File: config.mk
export PLATFORM = sky130hd
export DESIGN_NAME = mem_stage
export DESIGN_NICKNAME = d
export VERILOG_FILES = /design/src/rtl/mem_stage.sv
export SDC_FILE = /design/constraint.sdc
export NUM_CORES = 1
export LEC_CHECK = 0
export BUFFER_PORTS_ARGS = -buffer_cell sky130_fd_sc_hd__buf_2
export CAP_MARGIN = 40
export CELL_PAD_IN_SITES_DETAIL_PLACEMENT = 2
export CELL_PAD_IN_SITES_GLOBAL_PLACEMENT = 2
export CORE_UTILIZATION = 30
export DETAILED_ROUTE_END_ITERATION = 12
export MAX_ROUTING_LAYER = met4
export PLACE_DENSITY = 0.81
export SLEW_MARGIN = 20
export SYNTH_ARGS = -nofsm -noshare
export SYNTH_HDL_FRONTEND = slang
export SYNTH_SLANG_ARGS = --single-unit
File: constraint.sdc
create_clock -name clk -period 4.9 [get_ports clk]
set_input_delay 0.49 -clock clk [delete_from_list [all_inputs] [get_ports clk]]
set_output_delay 0.49 -clock clk [all_outputs]
set_load 0.01 [all_outputs]
File: src/rtl/mem_stage.sv
// Memory-access pipeline stage: drives the data bus, waits for ack or
// timeout, and registers the MEM/WB bundle.
module mem_stage #(
  parameter int TIMEOUT = 16
) (
  input  logic        clk,
  input  logic        rst,
  input  logic        flush,
  input  logic [31:0] alu_out_in,
  input  logic [31:0] store_data_in,
  input  logic [3:0]  reg_dst_in,
  input  logic [31:0] pc_plus4_in,
  input  logic        reg_wr_in,
  input  logic        wb_sel_in,
  input  logic        call_in,
  input  logic        mem_rd_in,
  input  logic        mem_wr_in,
  output logic        dmem_req,
  output logic        dmem_we,
  output logic [31:0] dmem_addr,
  output logic [31:0] dmem_wdata,
  input  logic        dmem_ack,
  input  logic [31:0] dmem_rdata,
  output logic        mem_stall,
  output logic [31:0] wb_alu_out,
  output logic [31:0] wb_mem_data,
  output logic [31:0] wb_pc_plus4,
  output logic [3:0]  wb_reg_dst,
  output logic        wb_reg_wr,
  output logic        wb_sel_out,
  output logic        wb_call,
  output logic [1:0]  wb_exc
);

  localparam int CW = $clog2(TIMEOUT) + 1;

  typedef enum logic {IDLE, BUSY} state_t;

  typedef struct packed {
    logic [31:0] alu;
    logic [31:0] mdata;
    logic [31:0] pc4;
    logic [3:0]  dst;
    logic        wr;
    logic        sel;
    logic        call;
    logic [1:0]  exc;
  } wb_t;

  state_t      state, state_nx;
  logic [CW-1:0] cnt;
  logic        kill;
  logic [31:0] cap_addr, cap_wdata, cap_pc4;
  logic [3:0]  cap_dst;
  logic        cap_we, cap_wr, cap_sel, cap_call;
  wb_t         wb, wb_nx;

  logic access, aligned, go, tmo;
  logic req, we, stall, load, cap_en, done;
  logic [31:0] addr, wdata;

  assign access  = mem_rd_in | mem_wr_in;
  assign aligned = alu_out_in[1:0] == 2'b00;
  assign go      = access & aligned;
  assign tmo     = (state == BUSY) & !dmem_ack
                 & (cnt == CW'(TIMEOUT - 1));

  always_comb begin
    state_nx = state;
    req      = 1'b0;
    we       = 1'b0;
    addr     = 32'h0;
    wdata    = 32'h0;
    stall    = 1'b0;
    load     = 1'b0;
    cap_en   = 1'b0;
    done     = 1'b0;
    wb_nx    = '0;
    unique case (state)
      IDLE: begin
        wb_nx.alu  = alu_out_in;
        wb_nx.pc4  = pc_plus4_in;
        wb_nx.dst  = reg_dst_in;
        wb_nx.wr   = reg_wr_in;
        wb_nx.sel  = wb_sel_in;
        wb_nx.call = call_in;
        if (flush) begin
          load  = 1'b1;
          wb_nx = '0;
        end else if (go) begin
          req   = 1'b1;
          we    = mem_wr_in;
          addr  = alu_out_in;
          wdata = store_data_in;
          if (dmem_ack) begin
            load = 1'b1;
            if (!mem_wr_in) wb_nx.mdata = dmem_rdata;
          end else begin
            stall    = 1'b1;
            cap_en   = 1'b1;
            state_nx = BUSY;
          end
        end else begin
          load = 1'b1;
          if (access) begin
            wb_nx.exc = 2'b01;
            wb_nx.wr  = 1'b0;
          end
        end
      end
      BUSY: begin
        req   = 1'b1;
        we    = cap_we;
        addr  = cap_addr;
        wdata = cap_wdata;
        if (dmem_ack || tmo) begin
          load       = 1'b1;
          done       = 1'b1;
          state_nx   = IDLE;
          wb_nx.alu  = cap_addr;
          wb_nx.pc4  = cap_pc4;
          wb_nx.dst  = cap_dst;
          wb_nx.wr   = cap_wr;
          wb_nx.sel  = cap_sel;
          wb_nx.call = cap_call;
          if (dmem_ack && !cap_we) wb_nx.mdata = dmem_rdata;
          if (tmo) begin
            wb_nx.exc = 2'b10;
            wb_nx.wr  = 1'b0;
          end
          if (kill || flush) wb_nx = '0;
        end else begin
          stall = 1'b1;
        end
      end
      default: state_nx = IDLE;
    endcase
  end

  assign dmem_req   = req & !rst;
  assign dmem_we    = we & !rst;
  assign dmem_addr  = addr;
  assign dmem_wdata = wdata;
  assign mem_stall  = stall & !rst;

  always_ff @(posedge clk) begin
    if (rst) begin
      state     <= IDLE;
      cnt       <= '0;
      kill      <= 1'b0;
      cap_addr  <= '0;
      cap_wdata <= '0;
      cap_pc4   <= '0;
      cap_dst   <= '0;
      cap_we    <= 1'b0;
      cap_wr    <= 1'b0;
      cap_sel   <= 1'b0;
      cap_call  <= 1'b0;
      wb        <= '0;
    end else begin
      state <= state_nx;
      if (cap_en) begin
        cnt       <= '0;
        cap_addr  <= alu_out_in;
        cap_wdata <= store_data_in;
        cap_we    <= mem_wr_in;
        cap_pc4   <= pc_plus4_in;
        cap_dst   <= reg_dst_in;
        cap_wr    <= reg_wr_in;
        cap_sel   <= wb_sel_in;
        cap_call  <= call_in;
      end else if (state == BUSY) begin
        cnt <= cnt + 1'b1;
      end
      // kill outlives the flush pulse until the bus transaction ends
      if (done) kill <= 1'b0;
      else if (state == BUSY && flush) kill <= 1'b1;
      if (load) wb <= wb_nx;
    end
  end

  assign wb_alu_out  = wb.alu;
  assign wb_mem_data = wb.mdata;
  assign wb_pc_plus4 = wb.pc4;
  assign wb_reg_dst  = wb.dst;
  assign wb_reg_wr   = wb.wr;
  assign wb_sel_out  = wb.sel;
  assign wb_call     = wb.call;
  assign wb_exc      = wb.exc;

endmodule

# Word-level counts from Yosys, hierarchy flattened
# Cells that the tools add are included.
# op_classes
mux	43
bitwise_logic	8
eq_ne	1
reduce_logical	10
addsub	1
# op_table
operator	count
$mux W32	10
$mux W105	2
$pmux W105 S2	1
$pmux W32 S2	2
$mux W36	1
$mux W1	21
$pmux W1 S2	4
$and A1 B1 Y1	6
$add A5 B1 Y5 const B	1
$eq A5 B4 Y1 const B	1
$mux W2	2
$reduce_or A2 Y1	2
$logic_not A1 Y1	3
$logic_and A1 B1 Y1	2
$logic_not A2 Y1	1
$logic_or A1 B1 Y1	2
$not A1 Y1	1
$or A1 B1 Y1	1
# totals
inputBits	141
out_inout_bits	172
word_cells	82
register_bits	216

# Depth between registers and ports, before layout
# logic_depth
word_depth	7
ltp_mapped	9
depth_no_buf	7

# Worst setup path before layout
# OpenSTA, ideal clock, no wires.
# synth_timing
path_kind	reg2out
from	register cnt[0]
to	output mem_stall
arrival_ns	1.780
path_slack_ns	2.630
required_ns	4.410
n_path_buf	1
path_stages_with_launch	8
path_cell_list	dfxtp_1 ha_1 and3_1 ha_1 nor3b_1 a31oi_4 nor2_2 buf_2
# synth_via
elab_chain_len	6
# synth_lines
element	line	text
start, declared	51	logic [CW-1:0] cnt;
start signal, assigned	173	cnt <= cnt + 1'b1;
$eq A5 B4 Y1	66	& (cnt == CW'(TIMEOUT - 1));
$and A1 B1 Y1	66	
$logic_or A1 B1 Y1	116	if (dmem_ack || tmo) begin
$mux W1	116	
$pmux W1 S2	79	unique case (state)
$and A1 B1 Y1	144	assign mem_stall = stall & !rst;
end, declared	24	output logic mem_stall,
# Every way passes these cells.

# Worst setup path after layout
# layout_timing
from	register state
to	output mem_stall
# layout_via
elab_chain_len	6
elab_cells_between_ends	7
cone_classes	2 x mux; 4 x bitwise; 1 x reduce/logical
# layout_lines
element	line	text
start, declared	50	state_t state, state_nx;
start signal, assigned	161	state <= state_nx;
$and A1 B1 Y1	65	assign tmo = (state == BUSY) & !dmem_ack
$and A1 B1 Y1	66	
$logic_or A1 B1 Y1	116	
$mux W1	116	
$pmux W1 S2 *	79	
$and A1 B1 Y1 *	144	
# Mark *: on every way between the ends. The rest lies on a longest branch, timed or not.

==> impl_results.md <==
* Critical Path, Cell by Cell: buf_16 -> nor2_4 -> a31oi_4 -> nor2_4 -> buf_2
* Largest net degree at the start of global routing at 71
* Worst setup EP type: primary output
* Starting Density at 0.305
* Die height at 170 um
* Leakage at 4.76 nW
* Critical path required time at 4410 ps
* Setup CP Type: reg -> out
* Number of synthesized flops with an enable pin at 0
* Mapped Nets at 1080
* Ys Warns at 0
* Slew @ Worst Pin at 780 ps
* RSZ-0062 raised after global routing: false
* I/O pin count at 313
* Via count of the first global-routing pass at 9092
* Synth area leader: dfxtp_1
* Async S/R FF share, synth at 0
* Most numerous cell in the Yosys netlist: dfxtp_1
* Drt pass-1 iters at 4
* FP Rows at 61
* Status: complete, no violations
* Core Util, Final at 0.408
* Setup_tns at 0 ps
* Sequential share of the synthesized area at 0.512
* Maxcap violations at 0
* CTS tree: built
* Fillers at 3141
* Main area contributors after synthesis: dfxtp_1 (51%), a22o_1 (9.7%), nand2_1 (9.2%)
* WL/cell at 20.7 um
* Worst-path clk slew at 60 ps
* Most used cell along the critical path: nor2_4
* Post-Layout Cell Count at 1607
* CTS sink cnt at 216
* Final wirelength at 33200 um
* Setup crit start kind: flop
* Via-to-Cell Ratio at 5.27
* Max-slew violations at 0
* Design area at 11300 sq um
* Final worst-path cycle share at 0.677
* Total congestion overflow at 0
* Post-DP Area at 10400 sq um
* Critical path's top delay family: simple AND/OR/NAND/NOR gates
* Max incr delay on CP at 530 ps
* Initial antenna violation count at 5
* RePlAce Congestion at 0.738
* Fmax at 301 MHz
* Syn Inst Count at 937
* Worst skew pair latency at 540 ps
* Vias after detailed routing at 8470
* CP bufs+invs at 2
* H-tree levels at 1
* CP Max Fanout at 52
* Hold Violations, Final at 0
* Total GRT Usage at 0.232
* Cells after DPL at 1556
* Die area at 28800 sq um
* Power density cells at 377 nW/um^2
* Post-synth top area share at 0.512
* Synth cell types at 39
* Ys flop type: dfxtp_1
* Min cycle time layout at 3320 ps
* Clk buf depth at 3
* Total CTS buffers at 26
* Layout area overhead at 33.8%
* # DRC at 0
* Port-buffer cells at 312
* Layout cells sized above 1 at 0.315
* Hold WC Path Type: in -> reg
* Die span in x at 170 um
* DP HPWL at 21600 um
* Core Area at 27700 sq um
* Post-CTS setup buffers at 0
* CTS Hold Bufs at 0
* Peak VDD IR at 0.233 mV
* Syn Std Cell Area at 8450 sq um
* Post-Syn Area per Cell at 9.02 sq um
* # setup viols final at 0
* Initial drt markers at 425
* Post-synth top cells: dfxtp_1 (216), nand2_1 (206), a21oi_1 (104)
* Clock root cell: clkbuf_16
* Critical-path top delay cell: nor2_4
* First-pass GRT wire length at 51100 um
* Final clock skew at 16.3 ps
* Final Net Count at 1349
* Max-Slew Margin vs Limit at 0.479
* Routed Antenna Nets at 0
* FF+latch count, synth at 216
* Critical Path AT at 2830 ps
* PostCTS Resize Cnt at 0
* Total power at 4.26 mW
==> registers in the layout, summed over array words and instances, names as in the netlist <==
register	cells
wb_pc_plus4	32
wb_reg_wr	1
cap_pc4	32
cap_addr	32
cap_call	1
wb_reg_dst	4
cap_dst	4
cap_wr	1
cap_wdata	32
cap_sel	1
wb_alu_out	32
wb_exc	2
cap_we	1
wb_sel_out	1
wb_call	1
kill	1
state	1
cnt	5
wb_mem_data	32
==> layout make-up <==
| type | instances | area, sq um | share of cell area |
|---|---|---|---|
| Inverter | 4 | 15.0 | 0.00133 |
| Multi-Input combinational cell | 628 | 3740 | 0.331 |
| Sequential cell | 216 | 4330 | 0.383 |
| Timing Repair Buffer | 330 | 1800 | 0.159 |
| Antenna cell | 5 | 12.5 | 0.00111 |
| Clock inverter | 7 | 140 | 0.0124 |
| Clock buffer | 39 | 791 | 0.0700 |
| Tap cell | 378 | 473 | 0.0419 |
==> through the flow <==
step           setup WS (ps)  hold slack [ps]
4_1_cts                 1500              143
2_1_floorplan           2630              417
3_3_place_gp            1670              429
6_report                1580              167
5_1_grt                 1380              151
3_5_place_dp            1820              441
==> cells by family (layout without fill, tap and decap cells) <==
group,Yosys count,after routing,synth area share
buf+inv,93,380,0.0499
simple gates,301,301,0.150
other cells,0,5,0
fa+ha+maj,2,2,0.00296
flops,216,216,0.512
mux,1,1,0.00118
compound gates,321,321,0.281
xor+xnor,3,3,0.00311
==> layout by cell type (no fill, tap or decap), types with 4 or more instances in the layout <==
| cell type | instances |
|---|---|
| clkbuf_8 | 7 |
| a22oi_1 | 43 |
| diode_2 | 5 |
| a221oi_1 | 25 |
| bufinv_16 | 4 |
| a21oi_1 | 104 |
| inv_1 | 4 |
| clkbuf_1 | 5 |
| buf_4 | 11 |
| nor2_1 | 39 |
| o2bb2ai_1 | 43 |
| buf_2 | 311 |
| clkbuf_16 | 27 |
| dfxtp_1 | 215 |
| nor3_1 | 29 |
| a22o_1 | 94 |
| nand2_1 | 206 |
==> where the power goes <==
group / switching [mW] / leakage, nW / total, mW / internal [mW]
clock network: 0.769 / 0.450 / 2.09 / 1.32
logic: 0.205 / 2.56 / 0.339 / 0.134
registers: 0.0286 / 1.75 / 1.83 / 1.80
total: 1.00 / 4.76 / 4.26 / 3.25
==> worst paths after layout <==
check	endpoint	startpoint	slack (ps)	cells after the start
worst max register to register	cap_pc4[13]$_SDFFE_PP0P_	state$_SDFF_PP0_	1830	7
worst min-delay path	wb_mem_data[31]$_SDFFE_PP0P_	dmem_rdata[31]	170	2
worst max-delay path	mem_stall	state$_SDFF_PP0_	1580	5
worst min register to register	cap_addr[0]$_SDFFE_PP0P_	cap_addr[0]$_SDFFE_PP0P_	450	2
==> per-layer routing <==
layer / vias to the layer above / wire length, um / GRT usage
met5: - / 0 / -
met4: 0 / 909 / 0.0732
met3: 54 / 1900 / 0.0530
met2: 233 / 16500 / 0.399
met1: 4255 / 13900 / 0.267
li1: 3928 / - / -
No activity file was read; power rests on OpenSTA's default activity.
